`src/rtl/rs232_tx_feeder_if.sv`:
```
// Purpose : bundles the producer-side FIFO signals and the transmitter-side pacing
//           signals of rs232_tx_feeder into one interface (master = producer/transmitter
//           environment, slave = the feeder itself).
// Latency : n/a (wires only).
// Backpressure: full/overflow toward the producer; tx_bit_tick paces the send side.
// Signals:
//   wr_data[7:0], wr_en        producer -> feeder enqueue
//   full, empty, level, overflow, busy   feeder status
//   tx_data[7:0], tx_send      feeder -> transmitter data and send pulse
//   tx_bit_tick                transmitter bit-clock pulse -> feeder
interface rs232_tx_feeder_if #(
    parameter int ADDR_W = 4
) ();
    logic [7:0]      wr_data;
    logic            wr_en;
    logic            full;
    logic            empty;
    logic [ADDR_W:0] level;
    logic            overflow;
    logic            busy;
    logic [7:0]      tx_data;
    logic            tx_send;
    logic            tx_bit_tick;

    modport master (
        output wr_data, wr_en, tx_bit_tick,
        input  full, empty, level, overflow, busy, tx_data, tx_send
    );

    modport slave (
        input  wr_data, wr_en, tx_bit_tick,
        output full, empty, level, overflow, busy, tx_data, tx_send
    );
endinterface

```
`src/rtl/rs232_tx_feeder.sv`:
```
// Purpose : byte FIFO plus frame pacer feeding an RS-232 transmitter that has no busy flag.
// Latency : a byte written to an empty, idle FIFO is popped on the following edge (send pulse one cycle later).
// Backpressure: producer sees full; writes while full (and no same-edge pop) are dropped and set sticky overflow.
// Ports:
//   clk    system clock, shared with the transmitter
//   reset  asynchronous active-low reset
//   bus    rs232_tx_feeder_if.slave (wr_data/wr_en in, status out, tx_data/tx_send out, tx_bit_tick in)
// Optional build macro TX_CRLF_EN: a popped 8'h0A is sent as 8'h0D then 8'h0A (two frames, one pop).
module rs232_tx_feeder #(
    parameter int DEPTH       = 16,
    parameter int ADDR_W      = 4,
    parameter int FRAME_TICKS = 11
) (
    input  logic               clk,
    input  logic               reset,
    rs232_tx_feeder_if.slave   bus
);

    localparam int CNT_W = $clog2(FRAME_TICKS + 1);

    localparam logic [1:0] ST_IDLE    = 2'd0;
    localparam logic [1:0] ST_WAIT    = 2'd1;
`ifdef TX_CRLF_EN
    localparam logic [1:0] ST_CR_WAIT = 2'd2;
`endif

    localparam logic [ADDR_W:0]  LVL_FULL = (ADDR_W + 1)'(DEPTH);
    localparam logic [CNT_W-1:0] CNT_LAST = CNT_W'(FRAME_TICKS - 1);

    // Storage and FIFO bookkeeping
    logic [7:0]        mem_q [DEPTH];
    logic [ADDR_W-1:0] wptr_q, wptr_d;
    logic [ADDR_W-1:0] rptr_q, rptr_d;
    logic [ADDR_W:0]   level_q, level_d;
    logic              full_q, full_d;
    logic              empty_q, empty_d;
    logic              overflow_q, overflow_d;

    // Pacing FSM
    logic [1:0]        state_q, state_d;
    logic [CNT_W-1:0]  cnt_q, cnt_d;
    logic [7:0]        tx_data_q, tx_data_d;
    logic              tx_send_q, tx_send_d;

    logic              pop;
    logic              push;
    logic              tick_counted;
    logic [7:0]        head;

    assign head = mem_q[rptr_q];
    assign pop  = (state_q == ST_IDLE) && !empty_q;
    // A pop on the same edge frees the slot the write lands in, so full does not block it.
    assign push = bus.wr_en && (!full_q || pop);
    // The tick coinciding with the send pulse belongs to the previous bit period.
    assign tick_counted = bus.tx_bit_tick && !tx_send_q;

    always_comb begin
        wptr_d     = push ? wptr_q + ADDR_W'(1) : wptr_q;
        rptr_d     = pop  ? rptr_q + ADDR_W'(1) : rptr_q;
        level_d    = level_q;
        case ({push, pop})
            2'b10:   level_d = level_q + (ADDR_W + 1)'(1);
            2'b01:   level_d = level_q - (ADDR_W + 1)'(1);
            default: level_d = level_q;
        endcase
        full_d     = (level_d == LVL_FULL);
        empty_d    = (level_d == '0);
        overflow_d = overflow_q | (bus.wr_en & full_q & !pop);
    end

    always_comb begin
        state_d   = state_q;
        cnt_d     = cnt_q;
        tx_data_d = tx_data_q;
        tx_send_d = 1'b0;
        case (state_q)
            ST_IDLE: begin
                if (pop) begin
                    tx_send_d = 1'b1;
                    cnt_d     = '0;
                    tx_data_d = head;
                    state_d   = ST_WAIT;
`ifdef TX_CRLF_EN
                    // Line feed goes out as CR first; the LF itself follows from CR_WAIT.
                    if (head == 8'h0A) begin
                        tx_data_d = 8'h0D;
                        state_d   = ST_CR_WAIT;
                    end
`endif
                end
            end
            ST_WAIT: begin
                if (tick_counted) begin
                    if (cnt_q == CNT_LAST) begin
                        state_d = ST_IDLE;
                    end else begin
                        cnt_d = cnt_q + CNT_W'(1);
                    end
                end
            end
`ifdef TX_CRLF_EN
            ST_CR_WAIT: begin
                if (tick_counted) begin
                    if (cnt_q == CNT_LAST) begin
                        tx_data_d = 8'h0A;
                        tx_send_d = 1'b1;
                        cnt_d     = '0;
                        state_d   = ST_WAIT;
                    end else begin
                        cnt_d = cnt_q + CNT_W'(1);
                    end
                end
            end
`endif
            default: state_d = ST_IDLE;
        endcase
    end

    // Payload storage carries no reset; occupancy is tracked by the pointers and level.
    always_ff @(posedge clk) begin
        if (push) begin
            mem_q[wptr_q] <= bus.wr_data;
        end
    end

    always_ff @(posedge clk or negedge reset) begin
        if (!reset) begin
            wptr_q     <= '0;
            rptr_q     <= '0;
            level_q    <= '0;
            full_q     <= 1'b0;
            empty_q    <= 1'b1;
            overflow_q <= 1'b0;
            state_q    <= ST_IDLE;
            cnt_q      <= '0;
            tx_data_q  <= 8'h00;
            tx_send_q  <= 1'b0;
        end else begin
            wptr_q     <= wptr_d;
            rptr_q     <= rptr_d;
            level_q    <= level_d;
            full_q     <= full_d;
            empty_q    <= empty_d;
            overflow_q <= overflow_d;
            state_q    <= state_d;
            cnt_q      <= cnt_d;
            tx_data_q  <= tx_data_d;
            tx_send_q  <= tx_send_d;
        end
    end

    assign bus.full     = full_q;
    assign bus.empty    = empty_q;
    assign bus.level    = level_q;
    assign bus.overflow = overflow_q;
    assign bus.busy     = (state_q != ST_IDLE);
    assign bus.tx_data  = tx_data_q;
    assign bus.tx_send  = tx_send_q;

endmodule

```
`src/flat_wrapper.sv`:
```
// flat-port wrapper written by rule: the top's interface ports become plain ports
module rs232_tx_feeder_flat 
#(
    parameter int DEPTH       = 16,
    parameter int ADDR_W      = 4,
    parameter int FRAME_TICKS = 11
)
  (clk, reset, bus_wr_data, bus_wr_en, bus_tx_bit_tick, bus_full, bus_empty, bus_level, bus_overflow, bus_busy, bus_tx_data, bus_tx_send);
  rs232_tx_feeder_if #(.ADDR_W(ADDR_W)) bus_i ();
  input  logic clk;
  input  logic reset;
  input wire logic [$bits(bus_i.wr_data)-1:0] bus_wr_data;
  input wire logic [$bits(bus_i.wr_en)-1:0] bus_wr_en;
  input wire logic [$bits(bus_i.tx_bit_tick)-1:0] bus_tx_bit_tick;
  output wire logic [$bits(bus_i.full)-1:0] bus_full;
  output wire logic [$bits(bus_i.empty)-1:0] bus_empty;
  output wire logic [$bits(bus_i.level)-1:0] bus_level;
  output wire logic [$bits(bus_i.overflow)-1:0] bus_overflow;
  output wire logic [$bits(bus_i.busy)-1:0] bus_busy;
  output wire logic [$bits(bus_i.tx_data)-1:0] bus_tx_data;
  output wire logic [$bits(bus_i.tx_send)-1:0] bus_tx_send;
  assign bus_i.wr_data = bus_wr_data;
  assign bus_i.wr_en = bus_wr_en;
  assign bus_i.tx_bit_tick = bus_tx_bit_tick;
  assign bus_full = bus_i.full;
  assign bus_empty = bus_i.empty;
  assign bus_level = bus_i.level;
  assign bus_overflow = bus_i.overflow;
  assign bus_busy = bus_i.busy;
  assign bus_tx_data = bus_i.tx_data;
  assign bus_tx_send = bus_i.tx_send;
  rs232_tx_feeder #(.DEPTH(DEPTH), .ADDR_W(ADDR_W), .FRAME_TICKS(FRAME_TICKS)) u_core (.clk(clk), .reset(reset), .bus(bus_i));
endmodule
```
`config.mk`:
```
export PLATFORM = sky130hd
export DESIGN_NAME = rs232_tx_feeder_flat
export DESIGN_NICKNAME = d
export VERILOG_FILES = /design/src/rtl/rs232_tx_feeder_if.sv /design/src/rtl/rs232_tx_feeder.sv /design/src/flat_wrapper.sv
export SDC_FILE = /design/constraint.sdc
export NUM_CORES = 1
export LEC_CHECK = 0
export CORE_MARGIN = 1
export CORE_UTILIZATION = 55
export DETAILED_ROUTE_END_ITERATION = 6
export GPL_TIMING_DRIVEN = 1
export PLACE_DENSITY_LB_ADDON = 0.05
export RECOVER_POWER = 50
export SYNTH_ARGS = -nofsm -noshare
export SYNTH_HDL_FRONTEND = slang
export SYNTH_SLANG_ARGS = --single-unit
```
`constraint.sdc`:
```
create_clock -name clk -period 6 [get_ports clk]
set_input_delay 1.5 -clock clk [delete_from_list [all_inputs] [get_ports clk]]
set_output_delay 1.5 -clock clk [all_outputs]
set_load 0.02 [all_outputs]
```
Yosys cells after proc, flatten, opt, wreduce, memory -nomap -nowiden. Memory sizes are Yosys's and may differ from the RTL's. A register that Yosys moved wholly into a read port is not among the register bits. Cells that the tools add are included.

Flip-flop bits (word level): 23. Bits in latches: 0. Bits in writable memories: 128. Memory bits (read-only): 0. Output and inout bits: 18. Memories kept: 1.

Memory list: u_core.mem_q (depth 16, bits a word 8, rd ports 1, clocked after memory_dff 1, wr ports 1, line rs232_tx_feeder.sv:31) `logic [7:0] mem_q [DEPTH];`.

Add/subtract/negate cells: 5. $mul: 0. Div/mod/pow operators: 0. Order comparisons: 0. Equality and inequality tests: 9. Shift-type cells: 0. Mux-type cells: 13. Bitwise gates (word level): 3. Reductions and logical operators: 16.

Operators by type and width (count): 4-bit by 1-bit adder with 4-bit output, second input constant (3); 4-bit 2-to-1 mux (3); 5-bit case mux with 2 select lines (1); 4-bit case mux with 2 select lines (1); 2-bit 2-to-1 mux (3); 2-bit by 1-bit != test with 1-bit output, second input constant (3); 5-bit by 1-bit adder with 5-bit output, second input constant (1); 5-bit equality test, second input constant (1); 1-bit logical NOT (5); 5-bit logical NOT (1); 5-bit by 1-bit subtractor with 5-bit output, second input constant (1); 2-bit by 1-bit equality test with 1-bit output, second input constant (2); 4-bit equality test, second input constant (1); 1-bit 2-to-1 mux (4); 2-bit case mux with 2 select lines (1); 4-bit AND reduction (1); 2-bit nonzero test (2); 1-bit logical AND (3); 3-bit AND reduction (1); 1-bit AND (2); 2-bit equality test, second input constant (1); 2-bit logical NOT (1); 2-bit != test, second input constant (1); 2-bit AND reduction (1); other kinds (2) (2).

Longest topological paths before layout.
Depth after elaboration: 7. Mapped depth: 13. Depth with buffers taken out: 11.

Worst setup path before layout. Ideal clock, no wire load.

Path kind: in2reg. Start: in bus_wr_en. End: reg u_core.full_q (netlist: u_core.bus.full). Arrival time: 3462 ps. Slack: 2466 ps. Cell stages on the path: 11. Path buffers: 1. Cell sequence: a21boi_2 inv_1 ha_1 buf_4 xor2_1 ha_1 a21oi_1 mux2i_1 xnor2_1 a311o_1 nor2b_1.

Cells in the longest elaborated chain, start to end: 4. Elaborated cells on any way between the ends: 5. Classes of those cells: eq/ne (3); mux (1); reduce/logical (1).

Ends and longest elaborated chain: start, declared (line flat_wrapper.sv:13) `input wire logic [$bits(bus_i.wr_en)-1:0] bus_wr_en;`; 1-bit logical AND * (line rs232_tx_feeder.sv:53) `assign push = bus.wr_en && (!full_q || pop);`; 2-bit by 1-bit equality test with 1-bit output / 2-bit equality test (equally long branches) (line rs232_tx_feeder.sv:61) `case ({push, pop})`; 5-bit case mux with 2 select lines * (line rs232_tx_feeder.sv:61); via u_core.level_d[2] (line rs232_tx_feeder.sv:34) `logic [ADDR_W:0] level_q, level_d;`; 5-bit equality test * (line rs232_tx_feeder.sv:66) `full_d = (level_d == LVL_FULL);`; via u_core.full_d (line rs232_tx_feeder.sv:35) `logic full_q, full_d;`; end signal, assigned (line rs232_tx_feeder.sv:142) `full_q <= full_d;`; end, declared (line rs232_tx_feeder.sv:35).

The timed path passes the listed nets; every way through them passes the cells marked *. A chain may end at the register's enable or synchronous reset.

Worst setup path after layout.
Start: in bus_wr_en. End: reg u_core.full_q (netlist: u_core.bus.full).

Cells in the longest elaborated chain, start to end: 4. Elaborated cells on any way between the ends: 5. Classes of those cells: eq/ne (3); mux (1); reduce/logical (1).

Ends and longest elaborated chain (line): 1-bit logical AND * (rs232_tx_feeder.sv:53); 2-bit by 1-bit equality test with 1-bit output / 2-bit equality test (equally long branches) (rs232_tx_feeder.sv:61); 5-bit case mux with 2 select lines * (rs232_tx_feeder.sv:61); 5-bit equality test * (rs232_tx_feeder.sv:66); via u_core.full_d (rs232_tx_feeder.sv:35).

Marks and branches as above.

==> summary.md <==
| Metric | Value |
|---|---|
| Post-Place Cells | `555` |
| Max stage delay on crit path | `0.74 ns` |
| Post-synth EDFFs | `between 100 and 150` |
| GP Congestion | `0.745` |
| Die Span Y | `111 um` |
| Cell area after synthesis | `approximately 0.0065 sq mm` |
| Worst Skew | `0.00804 ns` |
| DP HPWL | `7.51 mm` |
| Flop pwr share | `approximately 45%` |
| Most frequent CP cell | `ha_1` |
| P per Cell Area | `462 mW/mm^2` |
| DP Worst Slack | `1.78 ns` |
| Clock network fraction of design power | `~28%` |
| Mapped Nets | `422` |
| Psw | `1.03 mW` |
| Fillers | `a little over 800` |
| First-pass GRT wire length | `19.5 mm` |
| Root Buffer | `clkbuf_16` |
| Largest net degree at the start of global routing | `44` |
| Slew Limit Fails | `63` |
| Setup Viol. Count Final | `0` |
| Crit-path max FO | `9` |
| Die Wd | `between 100 and 150 um` |
| Main area contributors after synthesis | `edfxtp_1, dfrtp_1, mux4_2` |
| Post-synth top flop | `edfxtp_1` |
| Worst slew pin tran | `1.76 ns` |
| Vias per Instance | `5.86` |
| Cts bufs inserted | `17` |
| Antenna Violating Nets Remaining | `0` |
| Core Rows | `39` |
| Slew HR | `-17.2%` |
| CP max stage cell | `a21boi_0` |
| Clk buf depth | `2` |
| Initial antenna violation count | `0` |
| Crit path cell chain | `dlygate4sd3_1 -> a21boi_0 -> inv_1 -> ha_1 -> ha_1 -> or4b_1 -> a311o_1 -> nor2b_1` |
| M3 GR Usage | `5.30%` |
| Tmin final | `4.35 ns` |
| Max cap viols | `2` |
| Residual DRC | `0` |
| Synth top area share | `around three fifths` |
| Synth unique cells | `46` |
| Starting density of the core | `56.8%` |
| Setup bufs post-CTS | `0` |
| Yosys reg bits | `158` |
| CTS tree | `done` |
| Logic pwr share | `26.6%` |
| Worst Hold Class | `reg -> reg` |
| Critical path arrival | `4.69 ns` |
| RSZ-0062 raised after global routing | `no` |
| First drt pass iteration count | `4` |
| Htree depth | `4` |
| Core area | `0.0115 sq mm` |
| GR Util met1 | `31.5%` |
| Crit start category | `primary input` |
| Fraction of layout cells with a size suffix above 1 | `13.8%` |
| GRT Resource Usage Total | `a little over a fifth` |
| Pint | `2.42 mW` |
| Met2 Track Usage GR | `32.7%` |
| DRT Wirelength | `12.2 mm` |
| Post-cts sizing count | `0` |
| Syn_area_per_cell | `16.3 sq um` |
| Setup CP Type | `in -> reg` |
| Switching share of power | `29.8%` |
| GRT busiest layer | `met2` |
| Crit end category | `flop` |
| # hold bufs at CTS | `0` |
| Sink Count | `158` |
| Nets | `454` |
| GR Overflow Total | `0` |
| Die ar. | `between 0.01 and 0.015 sq mm` |
| Final Non-Filler Cells | `586` |
| YS warnings | `0` |
| Vias in the first global route | `3,515` |
| Maximum VDD drop | `0.000376 V` |
| Leakage | `2.61 nW` |
| Max Clk Rate | `0.230 GHz` |
| IO buf count | `29` |
| Io pins | `30` |
| Area Overhead vs Synth | `14.5%` |
| Routed vias | `roughly 3.4k` |
| Final Cycle Share | `72.4%` |
| Final TNS setup | `0 ns` |
| Drt wl/cell | `20.8 um` |
| Post-synth top area cell | `edfxtp_1` |
| Antenna cells | `0` |
| Reg clk slew, reported paths | `about 0.06 ns` |
| First DRT Iteration DRCs | `222` |
| Sequential share of the synthesized area | `a little over two thirds` |
| Status | `finished with violations` |
| Clk_lat worst skew | `between 0.4 and 0.5 ns` |
| Failing checks | `capacitance limit, slew limit` |
| Hold slack | `~0.47 ns` |
| Worst setup margin | `about 1.7 ns` |
| Crit path required time | `6.35 ns` |
| Synth Instances | `399` |
| Ys async rst share | `19.0%` |
| Final hold viol count | `0` |
[power by group through the flow]
stage	combinational (mW)	sequential, mW	clock [mW]
floorplan	0.664	1.52	0
global placement	0.906	1.57	0
detailed placement	0.918	1.57	0
CTS	0.925	1.55	1.00
global route	1.00	1.58	1.05
finish	0.920	1.55	0.983
[path summary, 6_finish.rpt]
path,start,endpoint,slack [ns],cells past startpoint
hold / removal,u_core.bus.overflow,u_core.bus.overflow,0.47,1
max in group asynchronous,reset,u_core.wptr_q[2],2.98,2
hold reg to reg,u_core.bus.overflow,u_core.bus.overflow,0.47,1
setup / recovery,bus_wr_en,u_core.bus.full,1.65,8
setup reg to reg,u_core.state_q[0],u_core.bus.full,2.50,8
min in group asynchronous,reset,u_core.cnt_q[1],2.05,2
[state kept, by name, indices dropped and copies added (netlist names)]
| signal | flops |
|---|---|
| u_core.cnt_q | 4 |
| u_core.rptr_q | 4 |
| u_core.bus.empty | 1 |
| u_core.bus.overflow | 1 |
| u_core.bus.tx_send | 1 |
| u_core.mem_q | 128 |
| u_core.state_q | 1 |
| u_core.bus.level | 5 |
| u_core.bus.full | 1 |
| u_core.bus.tx_data | 8 |
| u_core.wptr_q | 4 |
[routing by layer]
| metal | vias up | wire, um |
|---|---|---|
| li1 | 1602 | - |
| met2 | 80 | 5760 |
| met1 | 1743 | 5720 |
| met5 | - | 0 |
| met3 | 11 | 552 |
| met4 | 0 | 134 |
[cells in the mapped netlist (2+ instances only)]
master,instances
edfxtp_1,128
dfrtp_1,29
nor2_1,27
mux2i_1,17
mux2_1,16
mux4_2,16
o22ai_1,16
clkbuf_1,13
nand2_1,13
nor3_1,12
ha_1,11
xnor2_1,11
a21oi_1,10
mux2_2,10
o21ai_1,9
o21bai_1,8
buf_2,5
inv_1,5
o21ai_0,4
nor2b_1,3
or2_2,3
xor2_1,3
a22o_1,2
buf_1,2
nand2b_1,2
nand3_1,2
nand4_1,2
nand4b_1,2
[cell families (layout without fill, tap and decap cells)]
kind of cell               count (synthesis)  count (layout)  synth area share [%]
buffers and inverters                     27              71                  1.71
adders and majority gates                 11              11                  2.11
AOI/OAI and AO/OA                         56              56                  5.47
and+or+nand+nor                           74              74                  5.68
muxes                                     59              59                  12.6
DFF                                      158             158                  70.5
xor gates and xnor gates                  14              14                  1.88
[metrics by stage]
| step | cell area, sq um | utilization (%) | power, mW |
|---|---|---|---|
| floorplan | 6520 | - | 2.19 |
| global placement | 6940 | 60.5 | 2.47 |
| detailed placement | 6940 | 60.5 | 2.49 |
| CTS | 7470 | 65.2 | 3.48 |
| global route | 7460 | 65.1 | 3.63 |
| finish | 7460 | 65.1 | 3.45 |
[area by class of cell]
cell class | instances | area, sq um | share of cell area, %
clock buffers | 20 | 437 | 5.85
clock inverters | 11 | 100 | 1.34
inverters | 6 | 22.5 | 0.302
multi-input cells | 214 | 1810 | 24.2
flip-flops and latches | 158 | 4600 | 61.6
well taps | 143 | 179 | 2.40
repair buffers | 34 | 324 | 4.34
[critical path: cells and delay by family]
kind | cells | cell delay (ns)
buffers and inverters | 2 | 0.70
adders and majority gates | 2 | 0.74
AOI/OAI and AO/OA | 2 | 1.09
and+or+nand+nor | 2 | 0.65
[cells in the final DEF, fill, tap and decap left out, types with 6 or more instances in the layout]
cell             count
mux2_1              16
o21ai_1              9
mux2i_1             17
mux2_2              10
edfxtp_1           128
o22ai_1             16
a21oi_1             10
o21bai_1             8
ha_1                11
dfrtp_1             29
clkbuf_16           17
nor2_1              27
inv_1                6
clkdlybuf4s50_1     19
nand2_1             13
nor3_1              12
mux4_2              16
dlygate4sd3_1       10
xnor2_1             11
Power figures use the tool's default switching activity.
